$ cat config.mk
export PLATFORM = sky130hd
export DESIGN_NAME = serial_pair_tx
export DESIGN_NICKNAME = d
export VERILOG_FILES = /design/src/rtl/serial_pair_tx.sv
export SDC_FILE = /design/constraint.sdc
export NUM_CORES = 1
export LEC_CHECK = 0
export BUFFER_PORTS_ARGS = -buffer_cell sky130_fd_sc_hd__clkbuf_2
export CAP_MARGIN = 25
export CORE_ASPECT_RATIO = 2
export CORE_UTILIZATION = 52
export CTS_BUF_LIST = sky130_fd_sc_hd__clkbuf_16
export CTS_CLUSTER_DIAMETER = 40
export DETAILED_ROUTE_END_ITERATION = 10
export PLACE_DENSITY = 0.77
export SYNTH_ARGS = -nofsm -noshare
export SYNTH_HDL_FRONTEND = slang
export SYNTH_SLANG_ARGS = --single-unit
$ cat constraint.sdc
create_clock -name clk -period 1.85 [get_ports clk]
set_clock_uncertainty 0.2 [all_clocks]
set_input_delay 0.0925 -clock clk [delete_from_list [all_inputs] [get_ports clk]]
set_output_delay 0.0925 -clock clk [all_outputs]
set_load 0.02 [all_outputs]
$ cat src/rtl/serial_pair_tx.sv
`default_nettype none
// ============================================================================
// Module   : serial_pair_tx
// Purpose  : Captures two WIDTH-bit operands and streams them out MSB first
//            as bit pairs under a valid/ready handshake, pulsing OP when done.
// Revision : 1.0 - initial release
// ============================================================================
module serial_pair_tx #(
    parameter int WIDTH = 32
) (
    input  logic             clk,
    input  logic             rst,
    input  logic             input_signal,
    input  logic [WIDTH-1:0] A,
    input  logic [WIDTH-1:0] B,
    input  logic             ready,
    output logic             a,
    output logic             b,
    output logic             valid,
    output logic             last,
    output logic             busy,
    output logic             OP
);

    localparam int CW = $clog2(WIDTH) + 1;
    localparam logic [CW-1:0] c_LAST_CNT = CW'(WIDTH - 1);

    localparam logic [1:0] c_IDLE  = 2'd0;
    localparam logic [1:0] c_SHIFT = 2'd1;
    localparam logic [1:0] c_DONE  = 2'd2;

    logic [1:0]       state_q, state_d;
    logic [WIDTH-1:0] sh_a_q, sh_a_d;
    logic [WIDTH-1:0] sh_b_q, sh_b_d;
    logic [CW-1:0]    cnt_q, cnt_d;

    always_ff @(posedge clk) begin
        if (rst) begin
            state_q <= c_IDLE;
            sh_a_q  <= '0;
            sh_b_q  <= '0;
            cnt_q   <= '0;
        end else begin
            state_q <= state_d;
            sh_a_q  <= sh_a_d;
            sh_b_q  <= sh_b_d;
            cnt_q   <= cnt_d;
        end
    end

    // Operands are only loaded in IDLE, so a start request during an
    // operation can never disturb the stream in flight.
    always_comb begin
        state_d = state_q;
        sh_a_d  = sh_a_q;
        sh_b_d  = sh_b_q;
        cnt_d   = cnt_q;
        case (state_q)
            c_IDLE: begin
                if (input_signal) begin
                    sh_a_d  = A;
                    sh_b_d  = B;
                    cnt_d   = '0;
                    state_d = c_SHIFT;
                end
            end
            c_SHIFT: begin
                if (ready) begin
                    sh_a_d = {sh_a_q[WIDTH-2:0], 1'b0};
                    sh_b_d = {sh_b_q[WIDTH-2:0], 1'b0};
                    cnt_d  = cnt_q + 1'b1;
                    if (last) begin
                        state_d = c_DONE;
                    end
                end
            end
            c_DONE: begin
                state_d = c_IDLE;
            end
            default: begin
                state_d = c_IDLE;
            end
        endcase
    end

    always_comb begin
        a     = 1'b0;
        b     = 1'b0;
        valid = 1'b0;
        last  = 1'b0;
        OP    = 1'b0;
        busy  = (state_q != c_IDLE);
        case (state_q)
            c_SHIFT: begin
                valid = 1'b1;
                a     = sh_a_q[WIDTH-1];
                b     = sh_b_q[WIDTH-1];
                last  = (cnt_q == c_LAST_CNT);
            end
            c_DONE: begin
                OP = 1'b1;
            end
            default: begin
                OP = 1'b0;
            end
        endcase
    end

endmodule
`default_nettype wire

=== Word-level counts from Yosys, hierarchy flattened ===
Index checks and enable logic that the tools add are counted.
W data, S select, Z words.

* Add/subtract/negate cells: 1
* $mul: 0
* Div/mod/pow operators: 0
* Order comparisons: 0
* Eq/ne operators: 6
* Shifts and indexed selects: 0
* Muxes and demuxes: 18
* Bitwise gates (word level): 0
* Reductions and logical operators: 5

{| class="wikitable"
|+ Operators with widths
! kind !! number
|-
| $mux W32 || 4
|-
| $pmux W32 S2 || 2
|-
| $mux W6 || 2
|-
| $pmux W6 S2 || 1
|-
| $add A6 B1 Y6 const B || 1
|-
| $eq A6 B5 Y1 const B || 1
|-
| $mux W2 || 3
|-
| $ne A2 B2 Y1 const B || 3
|-
| $reduce_and A3 Y1 || 2
|-
| $mux W1 || 5
|-
| $pmux W2 S2 || 1
|-
| $reduce_bool A2 Y1 || 2
|-
| $eq A2 B1 Y1 const B || 1
|-
| $eq A2 B2 Y1 const B || 1
|-
| $logic_not A2 Y1 || 1
|}

* Register bits after elaboration: 72
* Latch bits: 0
* Memory bits (writable): 0
* Bits in read-only memories: 0
* Input port bits: 68
* Output and inout bits: 6
* Logic and storage cells: 34
* Memories: 0

=== Depth between registers and ports, before layout ===
* Depth in word-level cells: 5
* Mapped depth: 7
* Mapped depth without buffers: 4

=== Worst setup path after synthesis ===
OpenSTA, ideal clock, no wires.

* Path type: flip-flop to flip-flop
* Start: register state_q[0]
* End: register cnt_q[5]
* Library setup time: 0.121 ns
* Data arrival time: 1.269 ns
* Data required time: 1.529 ns
* Setup slack: 0.260 ns
* Cell stages (with the launch flop): 6
* Path buffers: 2
* Clock period less this slack: 1.590 ns
* Cells stage by stage: dfxtp_1 > buf_4 > mux2i_1 > buf_6 > nor4_1 > mux2_2

* Word-level cells in the longest chain between the ends: 3
* Elaborated cells between the ends (all ways): 7
* Those cells by class: 3 x eq/ne; 1 x mux; 3 x reduce/logical

{| class="wikitable"
|+ Ends and longest elaborated chain
! item !! RTL line !! source
|-
| start, declared || 32 || <nowiki>logic [1:0] state_q, state_d;</nowiki>
|-
| start signal, assigned || 39 || <nowiki>state_q <= c_IDLE;</nowiki>
|-
| start signal, assigned || 44 || <nowiki>state_q <= state_d;</nowiki>
|-
| $eq A2 B1 Y1 / $logic_not A2 Y1 (equally long branches) || 58 || <nowiki>case (state_q)</nowiki>
|-
| $ne A2 B2 Y1 (no line) / $reduce_bool A2 Y1 (equally long branches) || - ||
|-
| $reduce_and A3 Y1 (no line) || - ||
|-
| end signal, assigned || 47 || <nowiki>cnt_q <= cnt_d;</nowiki>
|-
| end, declared || 35 || <nowiki>logic [CW-1:0] cnt_q, cnt_d;</nowiki>
|}

Parallel ways exist; a longest one is shown, timed or not.
A chain may end at the register's enable or synchronous reset.

=== Worst setup path after layout ===
* Start: register cnt_q[0]
* End: output port last

* Word-level cells in the longest chain between the ends: 2

{| class="wikitable"
|+ Ends and longest elaborated chain
! item !! RTL line !! source
|-
| $eq A6 B5 Y1 || 98 || <nowiki>last = (cnt_q == c_LAST_CNT);</nowiki>
|-
| $mux W1 || 93 || <nowiki>case (state_q)</nowiki>
|-
| end, declared || 20 || <nowiki>output logic last,</nowiki>
|}

Every way passes these cells.

==> results by group <==
Die
  • Initial Util: a little over half
  • Io pins: 74
  • Full die area: 7080 sq um
  • Die width: 60 um
  • Core Area: 6569 sq um
  • DIE HEIGHT: 118.0 um
  • Standard-cell row count: 42

Worst hold path
  • HP Start: A[3]
  • Worst Hold Path Cells: 3
  • Hold Crit Class: in -> reg
  • WHS Endpoint: sh_a_q[3]$_SDFFE_PP0P_

Cells and area
  • Fin nets: 550
  • Util after Layout: 76.32%
  • Diode count: 0
  • Share of layout cells above drive strength 1: between 20% and 30%
  • Fillers: 411
  • P&R area growth vs syn: 43.31%

Global route
  • Vias in the first global route: 3338
  • Gr ovfl total: 0
  • Largest net degree at the start of global routing: 85
  • Initial antenna violation count: 0
  • Global-route wire length before repair: 15390 um
  • Tot GR Track Use: 28.37%

Placement
  • GPL Wtd Cong: between 0.7 and 0.8
  • Buffers added on ports: 73
  • DP HPWL: 5140 um

Worst setup path
  • Crit start category: flip-flop
  • Worst r2r dst: sh_b_q[2]$_SDFFE_PP0P_
  • R2r setup slk: 80 ps
  • Worst EP required: around 1600 ps
  • CP Capture Type: primary output
  • Reg2reg path depth: 3
  • Crit Path Max Fanout: 3
  • Crit Path Category: reg -> out
  • Reg-to-reg startpoint: state_q[0]$_SDFFE_PP0P_
  • CP arrival: 1500 ps

Routing
  • Average via count per standard cell: 5.880
  • Antenna viol nets, final: 0
  • Residual DRC: 0
  • Post-Route WL: around 9700 um
  • Routed len/inst: around 17 um
  • Iter 0 DRT Violations: 243
  • First-pass detailed-route iteration total: 5
  • Via count: 3375

Synthesis
  • Top FF cell, synth: dfxtp_1
  • Post-Syn Nets: 420
  • Gate Count Post-Synth: 351
  • Top-area cell type share of the netlist area: just over 40%
  • Synthesis Warnings: 0
  • Most common cell in the netlist: dfxtp_1
  • Syn_area_per_cell: 9.967 sq um
  • Cell taking the most area after synthesis: dfxtp_1
  • Synthesized flop and latch total: 72
  • Post-Syn Area: between 3000 and 4000 sq um
  • Async SR Flop Fraction: 0%
  • Post-synth top cells: dfxtp_1 (72), a21oi_1 (69), mux2i_1 (63)
  • Number of synthesized flops with an enable pin: 0
  • Synth top area cells: dfxtp_1 (41%), mux2i_1 (18%), a311oi_1 (16%), a21oi_1 (9.9%), buf_6 (4.5%)
  • Register area share after synthesis: 41.20%
  • Yosys cell types: 29

Timing
  • Unrepaired setup endpoints after global routing: no
  • Max Slew Vio Count: 0
  • Setup Viol. Count Final: 0
  • Hold WS: -3.575 ps
  • Final period util: 96.81%
  • Fmax: approximately 560 MHz
  • Slew @ Worst Pin: 430.9 ps
  • Endpoints failing hold: 1
  • Slew HR: 70.71%
  • Fin crit period: 1791 ps

Outcome
  • Status: finished with violations
  • Failing checks: negative hold slack

Power
  • Leakage power: 2.221 nW
  • PwrDens: between 800 and 900 nW/um^2
  • Maximum vdd drop: 0.0007484 V
  • Int Pwr: 3.273 mW
  • Switch share: 24.35%
  • Sequential cell fraction of total power: 40.9%
  • Net Sw Power: 1.054 mW
  • Combinational share of power: ~18%
  • PnR Total Power: between 4 and 5 mW
  • Clock group share of total power: around two fifths

Clock tree
  • Num CTS Buffers: 9
  • CTS tree: done
  • Clock transition at path regs: 60 ps
  • Clk buf depth: 2
  • Clk root buf: clkbuf_16
  • H-tree depth: 3
  • Clock sinks: 72
  • Clock Latency Late Sink: 330 ps

Flow run
  • Max-cap violations: 0
## power groups by stage
stage	Clock, mW	Combinational, mW	Sequential [mW]
2_1_floorplan	0	0.458	1.77
3_3_place_gp	0	0.572	1.79
3_5_place_dp	0	0.591	1.79
4_1_cts	1.79	0.731	1.76
5_1_grt	1.87	0.844	1.78
6_report	1.78	0.780	1.77
## cells by family (layout without fill, tap and decap cells)
| family | after synthesis | in the layout | share of synthesized area, % |
|---|---|---|---|
| buf+inv | 47 | 182 | 8.476 |
| compound gates | 139 | 139 | 26.93 |
| fa+ha+maj | 1 | 1 | 0.3576 |
| mux | 65 | 65 | 18.78 |
| flops | 72 | 72 | 41.20 |
| simple gates | 27 | 27 | 4.256 |
## how the worst max path moves through the flow
stage | startpoint | end | slack [ps] | depth (start not counted)
floorplan | state_q[0]$_SDFFE_PP0P_ | cnt_q[5]$_SDFFE_PP0P_ | 260 | 5
global placement | state_q[0]$_SDFFE_PP0P_ | sh_b_q[16]$_SDFFE_PP0P_ | 120 | 4
detailed placement | state_q[0]$_SDFFE_PP0P_ | sh_b_q[8]$_SDFFE_PP0P_ | 40 | 4
CTS | cnt_q[0]$_SDFFE_PP0P_ | last | -5 | 5
global route | cnt_q[0]$_SDFFE_PP0P_ | last | 20 | 5
finish | cnt_q[0]$_SDFFE_PP0P_ | last | 60 | 5
## final cells by class
type / instances / area (sq um) / area share [%]
Timing Repair Buffer: 163 / 1348 / 26.88
Inverter: 3 / 12.51 / 0.2496
Sequential cell: 72 / 1445 / 28.82
Multi-Input combinational cell: 232 / 1793 / 35.76
Clock inverter: 7 / 80.08 / 1.597
Tap cell: 88 / 110.1 / 2.196
Clock buffer: 9 / 225.2 / 4.492
## cells in the final DEF (no fill, tap or decap), types with 3 or more instances in the layout
cell type,instances
clkbuf_2,72
a21oi_1,69
dfxtp_1,69
dlygate4sd3_1,64
mux2i_1,62
a311oi_1,61
buf_4,15
clkbuf_16,9
buf_12,7
nand2_1,5
inv_1,4
nand3_1,4
o21ai_0,4
o31ai_1,3
or4_1,3
dfxtp_2,3
buf_6,3
## repair_timing
item | CTS | global route
endpoints found under the hold margin | 66 | 0
buffers inserted | 2 | 7
gates cloned | 1 | 0
resized for setup | 7 | 8
hold buffers | 64 | 0
pin swaps | 0 | 1
endpoints found under the setup margin | 3 | 34
## per-stage QoR
| stage | TNS (ps) | area (sq um) | worst slack, ps | cells |
|---|---|---|---|---|
| 2_1_floorplan | 0 | 3498 | 260.2 | 351 |
| 3_3_place_gp | 0 | 3892 | 124.2 | 484 |
| 3_5_place_dp | 0 | 3892 | 36.27 | 484 |
| 4_1_cts | -5.274 | 4907 | -5.274 | 567 |
| 5_1_grt | 0 | 5014 | 20.31 | 574 |
| 6_report | 0 | 5014 | 59.09 | 574 |
## state kept, by name, indices dropped and copies added (netlist names)
| signal | count |
|---|---|
| sh_b_q | 32 |
| state_q | 2 |
| cnt_q | 6 |
| sh_a_q | 32 |
## layer usage
metal  vias to the layer above  wire (um)  GRT usage, %
li1                       1641          -             -
met1                      1592       3804         32.40
met2                       117       5239         48.61
met3                        25        384         5.495
met4                         0        313         12.79
met5                         -          0             0
## worst max-delay path, stage by stage (launching register included)
cell     delay, ps
dfxtp_2        340
ha_2           180
inv_1           60
or3_4          370
nor2_4          90
buf_6          120
Note: power is estimated with default switching activity, not from simulation.
